**src/rtl/sccb_cfg_seq.sv**
```systemverilog
// rtl/sccb_cfg_seq.sv - table-driven SCCB register-write sequencer
module sccb_cfg_seq #(
  parameter logic [7:0] DEV_ADDR   = 8'h78,
  parameter int         ADDR_W     = 16,
  parameter int         DEPTH      = 304,
  parameter int         IDX_W      = 9,
  parameter int         DELAY_UNIT = 100000,
  parameter int         MAX_RETRY  = 3,
  parameter int         AUTO_START = 1
) (
  input  logic                  clk_100,
  input  logic                  rst_100,
  input  logic                  start,
  output logic [IDX_W-1:0]      rom_addr,
  input  logic [ADDR_W+9:0]     rom_data,
  output logic                  i2c_req,
  output logic [ADDR_W+15:0]    i2c_data,
  input  logic                  i2c_ack,
  input  logic                  i2c_nack,
  output logic                  busy,
  output logic                  done,
  output logic                  error,
  output logic [IDX_W-1:0]      err_idx
);

  // Width of the sub-tick cycle counter; at least one bit even for DELAY_UNIT=1.
  localparam int CNT_W = (DELAY_UNIT > 1) ? $clog2(DELAY_UNIT) : 1;

  localparam logic [1:0] OP_WRITE = 2'b00;
  localparam logic [1:0] OP_DELAY = 2'b01;
  localparam logic [1:0] OP_NOP   = 2'b10;
  localparam logic [1:0] OP_END   = 2'b11;

  typedef enum logic [2:0] {
    S_IDLE,
    S_FETCH,
    S_DECODE,
    S_REQ,
    S_WAIT_ACK,
    S_DELAY,
    S_DONE,
    S_ERR
  } state_t;

  state_t                r_state;
  logic [IDX_W-1:0]      r_idx;
  logic [3:0]            r_retry;
  logic [7:0]            r_ticks;
  logic [CNT_W-1:0]      r_cyc;
  logic                  r_auto_pend;
  logic                  r_req;
  logic [ADDR_W+15:0]    r_data;
  logic                  r_busy;
  logic                  r_done;
  logic                  r_error;
  logic [IDX_W-1:0]      r_err_idx;

  logic [1:0]            w_op;
  logic [ADDR_W-1:0]     w_reg_addr;
  logic [7:0]            w_reg_val;
  logic                  w_last;
  logic                  w_cyc_wrap;
  logic                  w_retry_ok;

  // ROM word fields; the ROM output is valid during DECODE.
  assign w_op       = rom_data[ADDR_W+9:ADDR_W+8];
  assign w_reg_addr = rom_data[ADDR_W+7:8];
  assign w_reg_val  = rom_data[7:0];

  assign w_last     = (r_idx == IDX_W'(DEPTH - 1));
  assign w_cyc_wrap = (r_cyc == CNT_W'(DELAY_UNIT - 1));
  assign w_retry_ok = (r_retry < 4'(MAX_RETRY));

  // The table index doubles as the ROM address, so it is stable across FETCH.
  assign rom_addr = r_idx;
  assign i2c_req  = r_req;
  assign i2c_data = r_data;
  assign busy     = r_busy;
  assign done     = r_done;
  assign error    = r_error;
  assign err_idx  = r_err_idx;

  // Sequencer FSM with all status outputs registered alongside the state.
  always_ff @(posedge clk_100 or negedge rst_100) begin
    if (!rst_100) begin
      r_state     <= S_IDLE;
      r_idx       <= '0;
      r_retry     <= '0;
      r_ticks     <= '0;
      r_cyc       <= '0;
      r_auto_pend <= (AUTO_START != 0);
      r_req       <= 1'b0;
      r_data      <= '0;
      r_busy      <= 1'b0;
      r_done      <= 1'b0;
      r_error     <= 1'b0;
      r_err_idx   <= '0;
    end else begin
      // The request is a single-cycle pulse; only entry into REQ raises it.
      r_req <= 1'b0;
      case (r_state)
        S_IDLE: begin
          r_idx <= '0;
          if (start || r_auto_pend) begin
            r_auto_pend <= 1'b0;
            r_busy      <= 1'b1;
            r_state     <= S_FETCH;
          end
        end

        S_FETCH: begin
          r_state <= S_DECODE;
        end

        S_DECODE: begin
          r_retry <= '0;
          case (w_op)
            OP_WRITE: begin
              r_data  <= {DEV_ADDR, w_reg_addr, w_reg_val};
              r_req   <= 1'b1;
              r_state <= S_REQ;
            end
            OP_DELAY: begin
              r_ticks <= w_reg_val;
              r_cyc   <= '0;
              r_state <= S_DELAY;
            end
            OP_NOP: begin
              if (w_last) begin
                r_done  <= 1'b1;
                r_busy  <= 1'b0;
                r_state <= S_DONE;
              end else begin
                r_idx   <= r_idx + 1'b1;
                r_state <= S_FETCH;
              end
            end
            default: begin
              r_done  <= 1'b1;
              r_busy  <= 1'b0;
              r_state <= S_DONE;
            end
          endcase
        end

        S_REQ: begin
          r_state <= S_WAIT_ACK;
        end

        S_WAIT_ACK: begin
          if (i2c_ack) begin
            if (!i2c_nack) begin
              if (w_last) begin
                r_done  <= 1'b1;
                r_busy  <= 1'b0;
                r_state <= S_DONE;
              end else begin
                r_idx   <= r_idx + 1'b1;
                r_state <= S_FETCH;
              end
            end else if (w_retry_ok) begin
              r_retry <= r_retry + 1'b1;
              r_req   <= 1'b1;
              r_state <= S_REQ;
            end else begin
              r_err_idx <= r_idx;
              r_error   <= 1'b1;
              r_busy    <= 1'b0;
              r_state   <= S_ERR;
            end
          end
        end

        S_DELAY: begin
          // A zero tick count is checked first, so the exit costs one extra cycle.
          if (r_ticks == 8'd0) begin
            if (w_last) begin
              r_done  <= 1'b1;
              r_busy  <= 1'b0;
              r_state <= S_DONE;
            end else begin
              r_idx   <= r_idx + 1'b1;
              r_state <= S_FETCH;
            end
          end else if (w_cyc_wrap) begin
            r_cyc   <= '0;
            r_ticks <= r_ticks - 1'b1;
          end else begin
            r_cyc <= r_cyc + 1'b1;
          end
        end

        S_DONE, S_ERR: begin
          if (start) begin
            r_done    <= 1'b0;
            r_error   <= 1'b0;
            r_err_idx <= '0;
            r_idx     <= '0;
            r_busy    <= 1'b1;
            r_state   <= S_FETCH;
          end
        end

        default: begin
          r_busy  <= 1'b0;
          r_state <= S_IDLE;
        end
      endcase
    end
  end

endmodule

```
**config.mk**
```make
export PLATFORM = sky130hd
export DESIGN_NAME = sccb_cfg_seq
export DESIGN_NICKNAME = d
export VERILOG_FILES = /design/src/rtl/sccb_cfg_seq.sv
export SDC_FILE = /design/constraint.sdc
export NUM_CORES = 1
export LEC_CHECK = 0
export CAP_MARGIN = 20
export CORE_MARGIN = 2
export CORE_UTILIZATION = 55
export CTS_BUF_LIST = sky130_fd_sc_hd__clkbuf_8 sky130_fd_sc_hd__clkbuf_16
export CTS_CLUSTER_DIAMETER = 80
export DETAILED_ROUTE_END_ITERATION = 6
export PLACE_DENSITY = 0.83
export SKIP_CTS_REPAIR_TIMING = 1
export SLEW_MARGIN = 40
export SYNTH_ARGS = -nofsm -noshare
export SYNTH_HDL_FRONTEND = slang
export SYNTH_SLANG_ARGS = --single-unit
```
**constraint.sdc**
```tcl
create_clock -name clk_100 -period 4.7 [get_ports clk_100]
set_input_delay 1.175 -clock clk_100 [delete_from_list [all_inputs] [get_ports clk_100]]
set_output_delay 1.175 -clock clk_100 [all_outputs]
set_load 0.005 [all_outputs]
```
Yosys cells after proc, flatten, opt, wreduce, memory -nomap -nowiden --
Index checks and enable logic that the tools add are counted.
Word-level totals: register bits 80, output and inout bits 54, word-level logic and storage cells 120
Operators by class: $add $sub $neg 4, $lt $le $gt $ge 1, eq/ne operators 25, muxes and demuxes 57, reduce and logical (&&, ||, !) cells 21
Operators by type and width (number):
- 2-to-1 mux 9 bit | 9
- 2-to-1 mux 17 bit | 3
- one-hot mux 9 bit (5 select lines) | 1
- one-hot mux 17 bit (2 select lines) | 1
- 2-to-1 mux 8 bit | 3
- inequality test 2 bit (second input constant) | 12
- 2-to-1 mux 3 bit | 7
- one-hot mux 3 bit (7 select lines) | 1
- 2-to-1 mux 1 bit | 19
- one-hot mux 9 bit (2 select lines) | 1
- adder 17 x 1 -> 17 bit (second input constant) | 1
- == test 17 bit (second input constant) | 1
- one-hot mux 8 bit (2 select lines) | 1
- == test 3 bit (second input constant) | 4
- 2-to-1 mux 4 bit | 3
- AND reduction 4 bit | 3
- AND reduction 6 bit | 2
- adder 9 x 1 -> 9 bit (second input constant) | 1
- == test 9 bit (second input constant) | 1
- one-hot mux 3 bit (3 select lines) | 1
- logical NOT 8 bit | 1
- one-hot mux 1 bit (2 select lines) | 4
- one-hot mux 4 bit (2 select lines) | 1
- subtractor 8 x 1 -> 8 bit (second input constant) | 1
- 21 further kinds | 26

Logic depth before layout (Yosys ltp) --
depth in word-level cells 5, depth in mapped cells 8, depth with buffers taken out 6

Worst setup path before layout --
Ideal clock, no wire load.
path kind input to register, from in rom_data[25], to reg r_idx[6], in the netlist rom_addr[6], arrival 2.285 ns, required time 4.621 ns, setup slack 2.336 ns, stages on the path 5, path buffers 0, path through inv_1 a2111oi_4 o32ai_4 or4_1 a21oi_1
Between the ends: longest elaborated chain between the ends 3
RTL lines:
- from (decl) | line 15 | input logic [ADDR_W+9:0] rom_data,
- == test 2 bit | line 117 | case (w_op)
- inequality test 2 bit (no line)
- AND reduction 6 bit (no line)
- to (signal assigned) | line 134 | r_idx <= r_idx + 1'b1;
- to (signal assigned) | line 158 | r_idx <= r_idx + 1'b1;
- to (signal assigned) | line 182 | r_idx <= r_idx + 1'b1;
- to (decl) | line 46 | logic [IDX_W-1:0] r_idx;
Every way passes these cells. A chain may end at the register's enable or synchronous reset.

Final worst setup path --
from in start, to reg r_idx[5], in the netlist rom_addr[5]
Between the ends: longest elaborated chain between the ends 2
RTL lines:
- from (decl) | line 13 | input logic start,
- inequality test 2 bit (no line)
- AND reduction 6 bit (no line)
Every way passes these cells.

==> impl_metrics.tcl <==
set metrics [dict create \
    cts.clk_slew.worst_paths_ns 0.09 \
    post-route-min-period_ns 2.98 \
    critPathLaunchType "input port" \
    synth-edff-count 0 \
    finalWorstSetupSlack_ns 1.72 \
    maximum_ir_drop_on_the_vdd_rail_mv 0.296 \
    critical_path.slowest_cell "sky130_fd_sc_hd__or4_1" \
    coreArea_um2 7650 \
    dp_slack_ns 1.39 \
    crit_type "in -> reg" \
    gp_congestion 0.909 \
    share_of_layout_cells_above_drive_strength_1 0.139 \
    synth_flop_cell "sky130_fd_sc_hd__dfrtp_1" \
    floorplan.die_area_um2 8550 \
    arrival_ns 3.27 \
    crit_family "simple AND/OR/NAND/NOR gates" \
    vias_in_the_first_global_route 3346 \
    ant_nets_after_route 0 \
    power_per_cell_area_nw_per_um2 578 \
    min-delay-path-class "reg -> reg" \
    yosysWarningCount 0 \
    cts_made_buffers 9 \
    run_status "finished clean" \
    clk_latency_ns 0.37 \
    final-max-slew-violation-count 0 \
    grt_setup_unrepaired "false" \
    syn_avg_cell_area_um2 10.2 \
    grt_overflow_total 0 \
    critPathRequiredTime_ns 4.99 \
    die_h_um 92.5 \
    syn-instance-count 424 \
    synth.distinct_cells 63 \
    critical_path.n_buffers_inverters 1 \
    die_w_um 92.5 \
    setup-tns-final_ns 0 \
    row_count 32 \
    worst_clock_skew_ns 0.00745 \
    end_kind "flip-flop" \
    tritoncts "yes" \
    number_of_antenna_violations_at_the_first_check_in_global_routing 0 \
    drt_iter0_markers 255 \
    track_usage 0.238 \
    grt_max_degree 81 \
    crit_path_max_incr_delay_ns 0.62 \
    cts-root-buf "sky130_fd_sc_hd__clkbuf_8" \
    route.vias.total 3559 \
    power.leakage_nw 2.21 \
    n_antenna_cell 0 \
    worstHoldStart "err_idx[0]$_DFFE_PN0P_" \
    buffer_ports.inserted 80 \
    ctsLongestPathBuffers 2 \
    dp.final_hpwl_um 6730 \
    period_share 0.634 \
    initial_core_util 0.563 \
    synth_async_sr_flop_share 1.00 \
    drv_cap 0 \
    via_per_inst 5.96 \
    achievable-frequency_ghz 0.336 \
    routed-wl-met2_um 4610 \
    cts_sinks 80 \
    ys_seq_area_frac 0.465 \
    timing.critical_path.cells "clkdlybuf4s50_1 -> nor2b_1 -> o21ai_1 -> nand2_1 -> or4_1 -> a21oi_1" \
    drt_pre_antenna_iters 5 \
    fin_nets 526 \
    cts-htree-levels 3 \
    ioPinCount 85 \
    met1Wirelength_um 4490 \
    synth.ff_latch_count 80 \
    worst_slew_pin_slew_ns 0.751 \
    relSlewSlack 0.500 \
    number_of_design_rule_violations_left_after_detail_routing 0 \
    syn_to_layout_area_delta_pct 23.4 \
    critical_path.max_fanout 15 \
    grt_first_pass_wirelength_um 16200 \
    crit-reg2reg-launch "r_state[1]$_DFFE_PN0P_" \
    timing.final.setup_violations 0 \
    detail_route.wl_per_cell_um 16.5 \
    finalWirelength_um 9850 \
    top_layer "met4" \
    n_fill_cell 567 \
    syn-cell-area_um2 4310 \
    met3_length_um 595 \
    hold_viol 0 \
    crit_path_start "start" \
]
==> synth_stat cells (all sizes together) (2+ instances only) <==
master	count	area [um2]
a2bb2oi	5	43.8
a31oi	14	87.6
nor4	3	33.8
mux2	29	390
a22oi	3	22.5
or3	5	40.0
nand4	7	43.8
nor3	11	60.1
a211oi	5	37.5
o21ai	32	160
o31ai	7	52.6
a41oi	5	43.8
dfrtp	79	1980
o22ai	6	37.5
nand3b	4	42.5
nand2b	6	37.5
or4	4	30.0
and3	3	18.8
o21a	2	15.0
a21oi	27	143
and4	2	17.5
nand2	56	210
and2	3	20.0
clkbuf	7	26.3
buf	23	173
o211ai	2	20.0
nor2b	3	18.8
nand3	17	85.1
nor2	18	75.1
inv	13	48.8
nand4b	2	17.5
ha	5	62.6
==> stage by stage <==
| stage | area (um2) | util | std cells | total power, mW | hold WS (ns) |
|---|---|---|---|---|---|
| floorplan | 4320 | - | 427 | 2.02 | 0.451 |
| global placement | 5060 | 0.661 | 581 | 2.42 | 0.463 |
| detailed placement | 5070 | 0.663 | 581 | 2.49 | 0.470 |
| CTS | 5300 | 0.693 | 597 | 3.07 | 0.489 |
| global route | 5310 | 0.695 | 597 | 3.27 | 0.505 |
| finish | 5310 | 0.695 | 597 | 3.07 | 0.484 |
==> where the power goes <==
group | switching, mW | internal, mW | total, mW
sequential | 0.282 | 0.930 | 1.21
clock | 0.278 | 0.304 | 0.582
combinational | 0.592 | 0.685 | 1.28
==> flip-flops by register name, indices dropped and copies added (netlist names) <==
name	flops
r_ticks	8
done	1
rom_addr	9
busy	1
error	1
r_state	3
err_idx	9
r_auto_pend	1
r_retry	4
r_cyc	17
i2c_req	1
i2c_data	25
==> worst paths after layout <==
kind | endpoint | slack (ns) | cells after the start
min in group asynchronous | rom_addr[1]$_DFFE_PN0P_ | 0.84 | 1
setup / recovery | rom_addr[5]$_DFFE_PN0P_ | 1.72 | 6
max in group asynchronous | r_cyc[16]$_DFFE_PN0P_ | 3.39 | 1
hold reg to reg | err_idx[0]$_DFFE_PN0P_ | 0.48 | 2
setup reg to reg | rom_addr[5]$_DFFE_PN0P_ | 2.05 | 5
hold / removal | err_idx[0]$_DFFE_PN0P_ | 0.48 | 2
==> tightest hold or removal path, stage by stage (launching register included) <==
cell                      delay [ns]
sky130_fd_sc_hd__dfrtp_1        0.35
sky130_fd_sc_hd__nand2_1        0.05
sky130_fd_sc_hd__o21ai_0        0.06
==> cell families (layout without fill, tap and decap cells) <==
group	Yosys count	count (layout)	synth area share
AND/OR/NAND/NOR	149	149	0.189
AO/OA/AOI/OAI	117	117	0.182
flip-flops	80	80	0.465
buffers and inverters	43	111	0.0575
multiplexers	29	29	0.0907
adder cells (fa/ha/maj)	5	5	0.0145
other	1	4	0.000871
==> per-layer routing <==
metal  track usage  up-vias
li1              -     1691
met1         0.329     1727
met2         0.372      123
met3        0.0594       18
met4        0.0734        0
met5             0        -
==> layout make-up <==
cell class,instances,area (um2),area share
Inverter,13,48.8,0.00919
Tap cell,102,128,0.0240
Clock buffer,9,124,0.0233
Multi-Input combinational cell,304,2090,0.393
Clock inverter,7,104,0.0196
Timing Repair Buffer,82,817,0.154
Sequential cell,80,2000,0.377
==> cell usage in the layout, fill, tap and decap left out, drive strengths merged, types with 14 or more instances in the layout <==
cell and count:
a21oi 27, inv 14, nand3 17, a31oi 14, mux2 29, o21ai 32
dfrtp 79, nand2 56, nor2 18, clkdlybuf4s50 79
Power figures use the tool's default switching activity.
